<file path="src/rtl/calc_sequencer.sv">
// Control sequencer for the serial binary calculator: deserialises command
// fields, then runs the ALU/store handshake or reads and shifts out a word.
module calc_sequencer #(
  parameter int DATA_W      = 8,
  parameter int OP_W        = 4,
  parameter int ADDR_W      = 2,
  parameter int ALU_TIMEOUT = 15
) (
  input  logic              Clk,
  input  logic              Reset,
  input  logic              Active,
  input  logic              Mode,
  input  logic              InputKey,
  input  logic              ValidCmd,
  input  logic [DATA_W-1:0] AluResult,
  input  logic [3:0]        AluFlags,
  input  logic              AluDone,
  input  logic [DATA_W+3:0] MemRdData,
  output logic [DATA_W-1:0] OpA,
  output logic [DATA_W-1:0] OpB,
  output logic [OP_W-1:0]   OpSel,
  output logic              AluStart,
  output logic [ADDR_W-1:0] MemAddr,
  output logic              MemWrEn,
  output logic [DATA_W+3:0] MemWrData,
  output logic              MemRdEn,
  output logic              OutBit,
  output logic              OutValid,
  output logic              Busy,
  output logic              Error
);

  localparam int MEM_W = DATA_W + 4;
  localparam int CNT_W = $clog2(MEM_W + 1);
  localparam int TMO_W = $clog2(ALU_TIMEOUT + 1);

  localparam logic [CNT_W-1:0] DATA_LAST = CNT_W'(DATA_W - 1);
  localparam logic [CNT_W-1:0] OP_LAST   = CNT_W'(OP_W - 1);
  localparam logic [CNT_W-1:0] ADDR_LAST = CNT_W'(ADDR_W - 1);
  localparam logic [CNT_W-1:0] SHIFT_LAST = CNT_W'(MEM_W - 1);
  localparam logic [TMO_W-1:0] TMO_MAX   = TMO_W'(ALU_TIMEOUT);

  typedef enum logic [3:0] {
    S_IDLE,
    S_LOAD_A,
    S_LOAD_B,
    S_LOAD_OP,
    S_LOAD_ADDR,
    S_EXEC,
    S_WRITE,
    S_RD_ADDR,
    S_READ,
    S_SHIFT_OUT,
    S_DONE
  } state_e;

  state_e state_q, state_d;

  logic [DATA_W-1:0] opa_q, opa_d;
  logic [DATA_W-1:0] opb_q, opb_d;
  logic [OP_W-1:0]   opsel_q, opsel_d;
  logic [ADDR_W-1:0] addr_q, addr_d;
  logic [CNT_W-1:0]  bitcnt_q, bitcnt_d;
  logic [TMO_W-1:0]  tmo_q, tmo_d;
  logic              rdph_q, rdph_d;
  logic [MEM_W-1:0]  wrdata_q, wrdata_d;
  logic [MEM_W-1:0]  sh_q, sh_d;

  logic bit_in;
  logic field_done;

  // A bit is consumed only while the session is still active.
  always_comb begin
    bit_in     = Active && ValidCmd;
    field_done = 1'b0;
    case (state_q)
      S_LOAD_A, S_LOAD_B: field_done = bit_in && (bitcnt_q == DATA_LAST);
      S_LOAD_OP:          field_done = bit_in && (bitcnt_q == OP_LAST);
      S_LOAD_ADDR,
      S_RD_ADDR:          field_done = bit_in && (bitcnt_q == ADDR_LAST);
      default:            field_done = 1'b0;
    endcase
  end

  always_ff @(posedge Clk) begin
    if (Reset) begin
      state_q <= S_IDLE;
    end else begin
      state_q <= state_d;
    end
  end

  always_comb begin
    state_d = state_q;
    case (state_q)
      S_IDLE:      if (Active) state_d = Mode ? S_RD_ADDR : S_LOAD_A;
      S_LOAD_A:    if (!Active) state_d = S_IDLE; else if (field_done) state_d = S_LOAD_B;
      S_LOAD_B:    if (!Active) state_d = S_IDLE; else if (field_done) state_d = S_LOAD_OP;
      S_LOAD_OP:   if (!Active) state_d = S_IDLE; else if (field_done) state_d = S_LOAD_ADDR;
      S_LOAD_ADDR: if (!Active) state_d = S_IDLE; else if (field_done) state_d = S_EXEC;
      S_EXEC: begin
        if (AluDone)                state_d = S_WRITE;
        else if (tmo_q == TMO_MAX)  state_d = S_IDLE;
      end
      S_WRITE:     state_d = S_DONE;
      S_RD_ADDR:   if (!Active) state_d = S_IDLE; else if (field_done) state_d = S_READ;
      S_READ:      if (rdph_q) state_d = S_SHIFT_OUT;
      S_SHIFT_OUT: if (bitcnt_q == SHIFT_LAST) state_d = S_DONE;
      S_DONE:      if (!Active) state_d = S_IDLE;
      default:     state_d = S_IDLE;
    endcase
  end

  always_comb begin
    opa_d    = opa_q;
    opb_d    = opb_q;
    opsel_d  = opsel_q;
    addr_d   = addr_q;
    bitcnt_d = bitcnt_q;
    tmo_d    = tmo_q;
    rdph_d   = rdph_q;
    wrdata_d = wrdata_q;
    sh_d     = sh_q;

    case (state_q)
      S_IDLE: begin
        bitcnt_d = '0;
        tmo_d    = '0;
        rdph_d   = 1'b0;
      end
      S_LOAD_A, S_LOAD_B, S_LOAD_OP, S_LOAD_ADDR, S_RD_ADDR: begin
        if (!Active) begin
          bitcnt_d = '0;
        end else if (ValidCmd) begin
          bitcnt_d = field_done ? '0 : bitcnt_q + CNT_W'(1);
          case (state_q)
            S_LOAD_A:  opa_d   = DATA_W'({opa_q, InputKey});
            S_LOAD_B:  opb_d   = DATA_W'({opb_q, InputKey});
            S_LOAD_OP: opsel_d = OP_W'({opsel_q, InputKey});
            default:   addr_d  = ADDR_W'({addr_q, InputKey});
          endcase
        end
      end
      S_EXEC: begin
        if (tmo_q != TMO_MAX) tmo_d = tmo_q + TMO_W'(1);
        if (AluDone) wrdata_d = {AluFlags, AluResult};
      end
      // Read data arrives one cycle after the strobe, so READ spans two cycles.
      S_READ: begin
        rdph_d = 1'b1;
        if (rdph_q) begin
          sh_d     = MemRdData;
          bitcnt_d = '0;
        end
      end
      S_SHIFT_OUT: begin
        sh_d     = MEM_W'({sh_q, 1'b0});
        bitcnt_d = bitcnt_q + CNT_W'(1);
      end
      default: ;
    endcase
  end

  always_ff @(posedge Clk) begin
    if (Reset) begin
      opa_q    <= '0;
      opb_q    <= '0;
      opsel_q  <= '0;
      addr_q   <= '0;
      bitcnt_q <= '0;
      tmo_q    <= '0;
      rdph_q   <= 1'b0;
      wrdata_q <= '0;
      sh_q     <= '0;
    end else begin
      opa_q    <= opa_d;
      opb_q    <= opb_d;
      opsel_q  <= opsel_d;
      addr_q   <= addr_d;
      bitcnt_q <= bitcnt_d;
      tmo_q    <= tmo_d;
      rdph_q   <= rdph_d;
      wrdata_q <= wrdata_d;
      sh_q     <= sh_d;
    end
  end

  always_comb begin
    OpA       = opa_q;
    OpB       = opb_q;
    OpSel     = opsel_q;
    MemAddr   = addr_q;
    MemWrData = wrdata_q;
    AluStart  = (state_q == S_EXEC) && (tmo_q == '0);
    MemWrEn   = (state_q == S_WRITE);
    MemRdEn   = (state_q == S_READ) && !rdph_q;
    OutValid  = (state_q == S_SHIFT_OUT);
    OutBit    = (state_q == S_SHIFT_OUT) && sh_q[MEM_W-1];
    Busy      = (state_q != S_IDLE) && (state_q != S_DONE);
    Error     = (state_q == S_EXEC) && !AluDone && (tmo_q == TMO_MAX);
  end

endmodule

</file>
<file path="config.mk">
export PLATFORM = sky130hd
export DESIGN_NAME = calc_sequencer
export DESIGN_NICKNAME = d
export VERILOG_FILES = /design/src/rtl/calc_sequencer.sv
export SDC_FILE = /design/constraint.sdc
export NUM_CORES = 1
export LEC_CHECK = 0
export ABC_AREA = 1
export ABC_CLOCK_PERIOD_IN_PS = 2680
export BUFFER_PORTS_ARGS = -buffer_cell sky130_fd_sc_hd__buf_2
export CAP_MARGIN = 25
export CORE_MARGIN = 4
export CORE_UTILIZATION = 45
export CTS_BUF_LIST = sky130_fd_sc_hd__clkbuf_4
export DETAILED_ROUTE_END_ITERATION = 6
export PLACE_DENSITY = 0.67
export SYNTH_ARGS = -nofsm -noshare
export SYNTH_HDL_FRONTEND = slang
export SYNTH_SLANG_ARGS = --single-unit
</file>
<file path="constraint.sdc">
create_clock -name Clk -period 2.68 [get_ports Clk]
set_clock_uncertainty 0.15 [all_clocks]
set_input_delay 0.536 -clock Clk [delete_from_list [all_inputs] [get_ports Clk]]
set_output_delay 0.536 -clock Clk [all_outputs]
set_load 0.01 [all_outputs]
</file>
==> summary.md <==
| Metric | Value |
|---|---|
| Worst hold start | AluResult[4] |
| Lkg Pwr | 1.44 nW |
| Initial antenna violation count | 0 |
| Num CTS Buffers | 9 |
| 1st-pass router iterations | 4 |
| Share of the synthesized area in the top cell type | 0.441 |
| Setup CP Type | reg2out |
| Flop2flop setup slack | 0.56 ns |
| CTS sink count | 59 |
| Worst-Margin Slew | 0.554 ns |
| Hold Slack | 0.253 ns |
| Final HPWL DP | 4.78 mm |
| DP Worst Slack | 0.481 ns |
| Fin crit share | 0.915 |
| CTS root buffer | clkbuf_4 |
| Total power | between 2 and 3 mW |
| Core area | 5640 um2 |
| Cts hold-fix bufs | 0 |
| Worst slew margin | 0.630 |
| Vias in the first global route | 2441 |
| Final Hold Fails | 0 |
| Final Wtd Congestion | 0.916 |
| Area leader, netlist | dfxtp_1 |
| Hold crit path type | in2reg |
| WP data arrival | 1.77 ns |
| CP endpoint kind | primary output |
| IO buf count | 71 |
| Mapped Area | 2680 um2 |
| Syn nets | about 410 |
| Final ANT Viol Nets | 0 |
| Worst-skew pair later-pin latency | 0.39 ns |
| CP Launch Type | flip-flop |
| Antenna cells | 0 |
| Total die area | just over 7000 um2 |
| Initial core utilization | 0.475 |
| R2R Path Start | state_q[0] |
| Synthesis Warnings | 0 |
| Flops & latches, synth | 59 |
| Share of layout cells above drive strength 1 | 0.241 |
| Per-cell routed wire length | 12.3 um |
| Post-CTS setup buffer count | 0 |
| Detailed-route DRC error count | 0 |
| Syn avg cell area | 7.07 um2 |
| Top cells by area, synth | dfxtp_1 (44%), nand2_1 (12%), nand3_1 (9.3%), a21oi_1 (7.5%), inv_1 (5.0%) |
| Fmax | 408 MHz |
| Largest net degree at the start of global routing | 38 |
| TritonCTS clock tree | done |
| CP Cell Sequence | nand2_1 > nor2_2 > inv_1 > nor3_1 > buf_2 |
| Via count | 2659 |
| Die W | 85.2 um |
| Die height | 85.2 um |
| Status | complete, no violations |
| Slowest stage delay, CP | 0.44 ns |
| PD cells | 802 nW/um2 |
| Slowest cell on the critical path | dfxtp_1 |
| First-pass GRT wire length | 11.0 mm |
| R2r worst-path depth | 8 |
| Final setup TNS | 0 ns |
| Final setup fails | 0 |
| Worst path required time | 1.99 ns |
| Crit path max fanout | 11 |
| Sequential area share after synthesis | 0.441 |
| CP bufs+invs | 2 |
| 1st-iter DRT viols | 132 |
| Fin cells | 529 |
| CTS resizes | 0 |
| Clock tree buffer depth | 2 |
| # IOs | 72 |
| Minimum clock period | 2.45 ns |
| Final Max Tran Viols | 0 |
| Hold path depth | 3 |
| WHS Endpoint | MemWrData[4] |
| Number of nets in the layout | a little under 500 |
| Grt total ovfl | 0 |
| Unique masters post-synth | 22 |
| CP top delay family | simple AND/OR/NAND/NOR gates |
| Inst Count DP | 513 |
| Total GRT Usage | 0.186 |
| H-tree depth | 3 |
| Post-Synthesis Cells | 379 |
| PnR worst setup slack | 0.229 ns |
| Num rows | 27 |
| Synthesis-to-finish area growth | 21.1% |
| Maxcap violations | 0 |
| RSZ-0062 raised after global routing | false |
| Worst-path clk slew | roughly 0.1 ns |
| Routed wire length | 6.50 mm |
| Via-per-instance ratio | 5.03 |
| R2r endpoint | state_q[1] |
| Peak supply drop | 408 uV |
==> metrics by stage <==
step | utilization | area, um2
floorplan | - | 2680
global placement | 0.552 | 3110
detailed placement | 0.552 | 3110
CTS | 0.576 | 3250
global route | 0.576 | 3250
finish | 0.576 | 3250
==> Yosys cell counts (all sizes together) <==
master,instances
nand2,89
dfxtp,59
nand3,53
a21oi,41
nor2,40
inv,39
clkbuf,14
o21ai,14
a31oi,10
nor3,9
a211oi,3
ha,3
xor2,3
nand4,1
o221ai,1
==> registers in the layout, indices dropped and copies added (netlist names) <==
signal,cells
MemAddr,2
sh_q,12
bitcnt_q,4
tmo_q,4
rdph_q,1
OpA,8
state_q,4
MemWrData,12
OpSel,4
OpB,8
==> cell type report <==
class                      count  area [um2]
clock buffer                  13        97.6
clock inverter                 3        38.8
fill                         562        2390
inverter                      39         146
multi-input combinational    267        1300
sequential                    59        1180
tap                           72        90.1
timing repair buffer          76         393
==> report_power, final <==
group          switching [mW]  internal [mW]
Clock                   0.315          0.323
Combinational           0.617          0.314
Sequential             0.0682          0.966
==> worst reg2reg max path: stages, from the launching register on <==
cell and delay [ns]:
dfxtp_1 0.44, nand2_1 0.13, nor2_2 0.40, nand2_1 0.40, nand2_1 0.23, nor3_1 0.06
nand3_1 0.10, nand2_1 0.05, nor2_1 0.10
==> worst max path at each step <==
stage                         to  slack [ns]  cells past startpoint        from
after global placement    OpA[5]        0.56                      6    ValidCmd
after CTS                  Error        0.22                      6  state_q[1]
after global routing       Error        0.04                      5  state_q[0]
after floorplan            Error        0.63                      5  state_q[0]
final                      Error        0.23                      5  state_q[0]
after detailed placement  OpA[0]        0.48                      6    ValidCmd
==> logic make-up after synthesis <==
logic type,share of synthesized area
xor gates and xnor gates,0.00980
DFF,0.441
adders and majority gates,0.0140
and+or+nand+nor,0.322
AOI/OAI and AO/OA,0.139
buffers and inverters,0.0742
==> cells in the final DEF, fill, tap and decap left out, drive strengths merged <==
cell,synthesis,layout
clkinv,0,2
nand2,89,89
a31oi,10,10
o221ai,1,1
dfxtp,59,59
a211oi,3,3
nor3,9,9
clkbuf,14,13
o21ai,14,14
xor2,3,3
buf,0,76
nand3,53,53
bufinv,0,1
inv,39,39
nor2,40,40
ha,3,3
a21oi,41,41
nand4,1,1
==> routing by layer <==
metal / share of wire / vias to the layer above / GRT usage
met5: 0 / - / 0
met1: 0.46 / 1174 / 0.244
met2: 0.45 / 83 / 0.292
met3: 0.073 / 8 / 0.0573
met4: 0.012 / 0 / 0.0619
li1: - / 1394 / -
Note: power is estimated with default switching activity, not from simulation.
